==> config.mk <==
export PLATFORM = sky130hd
export DESIGN_NAME = sd_image_arbiter
export DESIGN_NICKNAME = d
export VERILOG_FILES = /design/src/rtl/sd_image_arbiter.sv
export SDC_FILE = /design/constraint.sdc
export NUM_CORES = 1
export LEC_CHECK = 0
export CELL_PAD_IN_SITES_DETAIL_PLACEMENT = 1
export CELL_PAD_IN_SITES_GLOBAL_PLACEMENT = 1
export CORE_UTILIZATION = 32
export DETAILED_ROUTE_END_ITERATION = 7
export HOLD_SLACK_MARGIN = 0.1
export PLACE_DENSITY_LB_ADDON = 0.1
export SLEW_MARGIN = 5
export SYNTH_ARGS = -nofsm -noshare
export SYNTH_HDL_FRONTEND = slang
export SYNTH_SLANG_ARGS = --single-unit
==> constraint.sdc <==
create_clock -name clk_sys -period 2.5 [get_ports clk_sys]
set_clock_uncertainty 0.1 [all_clocks]
set_input_delay 0.5 -clock clk_sys [delete_from_list [all_inputs] [get_ports clk_sys]]
set_output_delay 0.5 -clock clk_sys [all_outputs]
set_load 0.05 [all_outputs]
==> src/rtl/sd_image_arbiter.sv <==
// ---------------------------------------------------------------------------
// sd_image_arbiter
//
// Multi-drive SD image arbiter between the user_io SD block-transfer port and
// up to eight disk controllers. One drive is granted at a time, chosen
// round-robin starting after the last drive served. The granted drive's LBA
// and read/write request are presented to user_io, and sector-buffer traffic
// is steered to and from that drive only. Each request has a timeout while
// waiting for sd_ack, and each drive receives one-cycle done/error pulses.
//
// Ports
//   clk_sys         system clock
//   reset_n         asynchronous active-low reset
//   drv_lba         per-drive LBA, drive i at [i*LBA_W +: LBA_W]
//   drv_rd/drv_wr   per-drive read/write request levels
//   drv_din         per-drive write-buffer byte, drive i at [i*8 +: 8]
//   drv_ack         per-drive transfer-active level (one-hot or zero)
//   drv_buff_wr     per-drive read-data strobe
//   drv_done        one-cycle pulse on successful completion
//   drv_err         one-cycle pulse on timeout
//   sd_lba          LBA presented to user_io
//   sd_rd/sd_wr     request per image slot to user_io
//   sd_ack          transfer active, from user_io
//   sd_buff_addr    byte index within sector (routed to drives externally)
//   sd_dout_strobe  read byte valid from user_io
//   sd_din          write byte to user_io
//   busy            high whenever a request is in flight
// ---------------------------------------------------------------------------
module sd_image_arbiter #(
   parameter int          NUM_DRIVES = 2,
   parameter int          LBA_W      = 32,
   parameter logic [23:0] TIMEOUT    = 24'd8_000_000
) (
   input  logic                          clk_sys,
   input  logic                          reset_n,
   input  logic [NUM_DRIVES*LBA_W-1:0]   drv_lba,
   input  logic [NUM_DRIVES-1:0]         drv_rd,
   input  logic [NUM_DRIVES-1:0]         drv_wr,
   input  logic [NUM_DRIVES*8-1:0]       drv_din,
   output logic [NUM_DRIVES-1:0]         drv_ack,
   output logic [NUM_DRIVES-1:0]         drv_buff_wr,
   output logic [NUM_DRIVES-1:0]         drv_done,
   output logic [NUM_DRIVES-1:0]         drv_err,
   output logic [LBA_W-1:0]              sd_lba,
   output logic [NUM_DRIVES-1:0]         sd_rd,
   output logic [NUM_DRIVES-1:0]         sd_wr,
   input  logic                          sd_ack,
   input  logic [8:0]                    sd_buff_addr,
   input  logic                          sd_dout_strobe,
   output logic [7:0]                    sd_din,
   output logic                          busy
);

   localparam int IDX_W = (NUM_DRIVES > 1) ? $clog2(NUM_DRIVES) : 1;

   localparam logic [1:0] ST_IDLE = 2'd0;
   localparam logic [1:0] ST_REQ  = 2'd1;
   localparam logic [1:0] ST_XFER = 2'd2;
   localparam logic [1:0] ST_DONE = 2'd3;

   logic [1:0]            state;
   logic [IDX_W-1:0]      grant;
   logic [IDX_W-1:0]      last;
   logic                  op_wr;
   logic [23:0]           tmo_cnt;

   logic [NUM_DRIVES-1:0] pending;
   logic [NUM_DRIVES-1:0] grant_oh;
   logic                  pick_vld;
   logic [IDX_W-1:0]      pick_idx;
   logic                  tmo_hit;
   logic                  in_req;
   logic                  in_xfer;

   // The sector byte address is consumed by the drives directly.
   logic                  unused_buff_addr;
   assign unused_buff_addr = ^sd_buff_addr;

   assign pending = drv_rd | drv_wr;

   // Round-robin pick: scan offsets last+1 .. last+NUM_DRIVES (mod N).
   // Walking the offsets from farthest to nearest lets the nearest pending
   // drive overwrite any earlier hit, so no early exit is needed.
   always_comb begin
      pick_vld = 1'b0;
      pick_idx = '0;
      for (int k = NUM_DRIVES; k >= 1; k--) begin
         if (pending[(int'(last) + k) % NUM_DRIVES]) begin
            pick_vld = 1'b1;
            pick_idx = IDX_W'((int'(last) + k) % NUM_DRIVES);
         end
      end
   end

   always_comb begin
      grant_oh = '0;
      for (int i = 0; i < NUM_DRIVES; i++) begin
         grant_oh[i] = (int'(grant) == i);
      end
   end

   // The counter holds the number of completed REQ cycles, so the request
   // stays up for exactly TIMEOUT cycles before being withdrawn.
   assign tmo_hit = (TIMEOUT != 24'd0) && (tmo_cnt == TIMEOUT - 24'd1);

   always_ff @(posedge clk_sys or negedge reset_n) begin
      if (!reset_n) begin
         state    <= ST_IDLE;
         grant    <= '0;
         last     <= IDX_W'(NUM_DRIVES - 1);
         op_wr    <= 1'b0;
         sd_lba   <= '0;
         tmo_cnt  <= '0;
         drv_done <= '0;
         drv_err  <= '0;
      end else begin
         drv_done <= '0;
         drv_err  <= '0;
         case (state)
            ST_IDLE: begin
               if (pick_vld) begin
                  grant   <= pick_idx;
                  op_wr   <= drv_wr[pick_idx];
                  sd_lba  <= drv_lba[int'(pick_idx)*LBA_W +: LBA_W];
                  tmo_cnt <= '0;
                  state   <= ST_REQ;
               end
            end
            ST_REQ: begin
               // An ack arriving on the timeout cycle still wins.
               if (sd_ack) begin
                  state <= ST_XFER;
               end else if (tmo_hit) begin
                  drv_err <= grant_oh;
                  last    <= grant;
                  state   <= ST_IDLE;
               end else if (tmo_cnt != 24'hFF_FFFF) begin
                  tmo_cnt <= tmo_cnt + 24'd1;
               end
            end
            ST_XFER: begin
               if (!sd_ack) begin
                  drv_done <= grant_oh;
                  state    <= ST_DONE;
               end
            end
            ST_DONE: begin
               last  <= grant;
               state <= ST_IDLE;
            end
            default: state <= ST_IDLE;
         endcase
      end
   end

   assign in_req  = (state == ST_REQ);
   assign in_xfer = (state == ST_XFER);

   assign sd_rd       = (in_req && !op_wr)          ? grant_oh : '0;
   assign sd_wr       = (in_req &&  op_wr)          ? grant_oh : '0;
   assign drv_ack     = in_xfer                     ? grant_oh : '0;
   // Zero-latency strobe steering; strobes outside XFER are dropped.
   assign drv_buff_wr = (in_xfer && sd_dout_strobe) ? grant_oh : '0;
   assign sd_din      = in_xfer ? drv_din[int'(grant)*8 +: 8] : 8'h00;
   assign busy        = (state != ST_IDLE);

endmodule

== Yosys cells after proc, flatten, opt, wreduce, memory -nomap -nowiden ==
Cells that the tools add are included.

* Register bits after elaboration: 65
* Input bits: 97
* Word-level logic and storage cells: 79

* Add/sub/neg operators: 3
* Magnitude comparators: 3
* Eq/ne operators: 12
* Shift operators: 2
* Multiplexer cells: 35
* Bitwise logic cells: 4
* Reductions and logical operators: 12

{| class="wikitable"
|+ Operator list
! cell !! count
|-
| two-way mux 24 bit || 4
|-
| variable part select 64 x 7 -> 32 bit || 1
|-
| case mux 24 bit (2 select lines) || 1
|-
| two-way mux 2 bit || 13
|-
| adder 24 x 1 -> 24 bit, second input constant || 1
|-
| equality test 24 x 23 -> 1 bit, second input constant || 1
|-
| inequality test 24 bit, second input constant || 1
|-
| variable part select 16 x 5 -> 8 bit || 1
|-
| two-way mux 1 bit || 14
|-
| inequality test 2 bit, second input constant || 5
|-
| two-way mux 8 bit || 1
|-
| case mux 2 bit (4 select lines) || 1
|-
| less-than comparator 2 x 3 -> 1 bit, second input constant || 2
|-
| AND reduction 3 bit || 2
|-
| nonzero test 2 bit || 3
|-
| AND reduction 5 bit || 1
|-
| equality test 2 bit, second input constant || 2
|-
| logical AND 1 bit || 3
|-
| inequality test 3 bit, second input constant || 1
|-
| adder 1 bit, second input constant || 2
|-
| bitwise AND 1 bit, first input constant || 2
|-
| equality test 2 x 1 -> 1 bit, second input constant || 1
|-
| logical NOT 2 bit || 1
|-
| less-than comparator 1 x 2 -> 1 bit, second input constant || 1
|-
| other kinds (6) || 6
|}

== Longest topological paths before layout ==
* Depth after elaboration: 9
* Gate-level depth with buffers: 8
* Depth with buffers taken out: 6

== Worst setup path after synthesis ==
Ideal clock, no wire load.

* Kind: register to output
* Start point: register with a tool-made name
* End point: output port sd_din[0]
* Arrival time: 1.982 ns
* Data required time: 1.900 ns
* Setup slack: -0.082 ns
* Stages on the path, launching flop included: 5
* Path buffers: 1
* Cell sequence: dfrtp_1 -> nor2b_1 -> nor2b_1 -> clkbuf_1 -> a22o_1

{| class="wikitable"
|+ RTL lines
! element !! line !! RTL
|-
| to (decl) || 50 || <nowiki>output logic [7:0] sd_din,</nowiki>
|}

==> qor.yml <==
cells_and_area:
  syn_to_final_growth_pct: 56.8
  regArea_um2: 1630
  drive_above_1_share: 0.154
  fin_nets: 601
  fillerInstances: 1206
  multi_input_area_um2: 1780
  num_antenna_cells: 0
  fin_area_um2: 5560
grt:
  antenna_found_initial: 0
  use_met2: 0.347
  grt_util_met3: 0.0553
  grt_pass1_vias: 3496
  grt-busiest-layer: "met2"
  grt_max_degree: 66
  grt_pass1_wl_mm: 17.4
  grt_use_total: 0.196
  use_met1: 0.224
  grt_overflow_total: 0
floorplan:
  num_rows: 38
  die_h_um: 107
  design.core.area_um2: 10800
  fp.dieW_um: 107
  dieArea_um2: 11500
  start_util: 0.328
  io_pins: 150
critical_path:
  worst_setup_path_end_kind: "output port"
  crit_fanout: 11
  required_ns: 1.90
  start_kind: "flop"
  criticalPathCategory: "reg -> out"
  r2r-start: "tmo_cnt[0]$_DFFE_PN0P_"
  cp.arrival_ns: 1.76
clocking:
  clock-sinks: 65
  clock_tree.root_cell: "clkbuf_8"
  cts_tree: "yes"
  h-tree-depth: 3
  cts_buffers: 9
  post-cts-setup-buffers: 0
  cts.reportedPaths.clkPinSlew_ns: 0.08
  clk_latency_ns: 0.36
  clock_path_buffers: 2
drt:
  drcViolationCount: 0
  routed_wl_mm: 10.6
  postRouteAntennaNets: 0
  routedWlPerCell_um: 16.3
  first_iter_violations: 88
  vias: 3299
  avgViaCountPerCell: 5.09
  dr.pass1.iters: 4
synthesis:
  ys_seq_area_frac: 0.459
  netlist_area_um2: 3540
  yosysTopAreaCellShare: 0.452
  netlist.top_cell.by_area: "dfrtp_1"
  syn_area_per_cell_um2: 9.98
  synth.most_common_cell: "dfrtp_1"
  async_flop_share: 1.00
  synthSimpleGateAreaFrac: 0.216
  synth-compound-area-share: 0.155
  synth.area.mux_share: 0.122
  synth-edff-count: 0
  synthTopCellsByCount: "dfrtp_1, nand2_1, mux2i_1, o21ai_0, nand3_1"
  synth_xor_area_frac: 0
  ys_warn_count: 0
  synth.top_cells.by_area: "dfrtp_1, mux2i_1, nand2_1"
  synth.distinct_cells: 61
  syn-num-nets: 453
  synthAdderAreaFrac: 0.00353
  syn_inst: 355
  ys.flop_type: "dfrtp_1"
  synth_top_family_by_area: "simple AND/OR/NAND/NOR gates"
  ys_seq_elements: 65
sta:
  drv_slew: 0
  fin_crit_ns: 2.36
  slew_headroom: 0.633
  hold_violations: 0
  hold_ws_ns: 0.387
  grt_setup_unrepaired: "false"
  post-route-period-util: 0.946
  worst_slew_pin_slew_ns: 0.549
  max_freq_mhz: 423
  fin_setup_tns_ns: 0
  finalSetupViolCount: 0
worst_hold_path:
  min-delay-path-class: "reg -> reg"
  min_from: "sd_lba[20]$_DFFE_PN0P_"
placement:
  gp_congestion: 0.758
  place_hpwl_mm: 7.97
  io_buffers: 140
  place_area_um2: 5340
power_and_ir_drop:
  finalPower_uw: 6270
  ir_drop_v: 0.000588
  powerDensity_nw_per_um2: 1130
  cellLeakagePower_uw: 0.00237
flow_run:
  max-cap-violations: 0
status:
  outcome: "complete, no violations"
[area by class of cell]
class | instances | share of cell area
Clock buffer | 9 | 0.0223
Clock inverter | 7 | 0.0142
Inverter | 3 | 0.00203
Multi-Input combinational cell | 264 | 0.321
Sequential cell | 65 | 0.293
Tap cell | 140 | 0.0315
Timing Repair Buffer | 160 | 0.316
[worst paths after layout]
check | cells past startpoint | endpoint | slack (ns)
setup / recovery | 5 | sd_din[1] | 0.14
hold / removal | 2 | sd_lba[20]$_DFFE_PN0P_ | 0.39
setup reg to reg | 7 | tmo_cnt[7]$_DFFE_PN0P_ | 0.29
hold reg to reg | 2 | sd_lba[20]$_DFFE_PN0P_ | 0.39
max in group asynchronous | 3 | last$_DFFE_PN1P_ | 1.40
min in group asynchronous | 3 | tmo_cnt[10]$_DFFE_PN0P_ | 0.58
[metal layers]
metal / part of all wire / vias to the layer above
met4: 0.016 / 0
met3: 0.076 / 16
met5: 0 / -
met1: 0.41 / 1587
li1: - / 1591
met2: 0.49 / 105
[worst max-delay path: stages (launching register included)]
cell,delay [ns]
dfrtp_1,0.44
nor2b_4,0.22
nor2b_1,0.15
buf_4,0.20
a22o_1,0.24
buf_12,0.16
[stage by stage]
step / worst slack (ns) / util / instances
2_1_floorplan: 0.0537 / - / 355
3_3_place_gp: 0.0544 / 0.494 / 631
3_5_place_dp: -0.0500 / 0.494 / 631
4_1_cts: 0.0395 / 0.514 / 648
5_1_grt: 0.0260 / 0.515 / 648
6_report: 0.136 / 0.515 / 648
[power breakdown]
| part | leakage, uW | switching, uW | internal, uW |
|---|---|---|---|
| clock network | 0.0000925 | 475 | 468 |
| registers | 0.000841 | 242 | 1400 |
| logic | 0.00144 | 2280 | 1410 |
| total | 0.00237 | 3000 | 3270 |
[placed cells by master, fill, tap and decap left out, types with 4 or more instances in the layout]
cell type	netlist	layout
nor2_1	10	10
nand4_1	8	8
nand2b_1	10	10
o21ai_0	39	39
clkdlybuf4s50_1	0	122
and3_1	4	4
o211ai_1	6	6
dfrtp_1	64	64
clkbuf_8	0	9
nor3_1	8	8
nand2_1	56	56
nand3_1	11	11
mux2i_1	42	42
a22o_1	8	8
buf_12	0	20
buf_4	5	16
[registers in the layout (all words and copies together) (netlist names), named ones only]
| register | cells |
|---|---|
| grant | 1 |
| tmo_cnt | 24 |
| state | 1 |
| sd_lba | 32 |
| op_wr | 1 |
| drv_err | 2 |
| drv_done | 2 |
| last | 1 |
[repair_timing]
| action | 4_1_cts | 5_1_grt |
|---|---|---|
| resized for setup | 2 | 1 |
| pin swaps | 0 | 0 |
| cloned | 0 | 0 |
| endpoints found under the hold margin | 64 | 0 |
| hold buffers | 1 | 0 |
| setup endpoints to repair | 8 | 1 |
[cells by family (layout without fill, tap and decap cells)]
| family | after synthesis | count (layout) |
|---|---|---|
| flops | 65 | 65 |
| simple gates | 139 | 139 |
| compound gates | 81 | 81 |
| buf+inv | 26 | 179 |
| mux | 43 | 43 |
| fa+ha+maj | 1 | 1 |
Power figures use the tool's default switching activity.
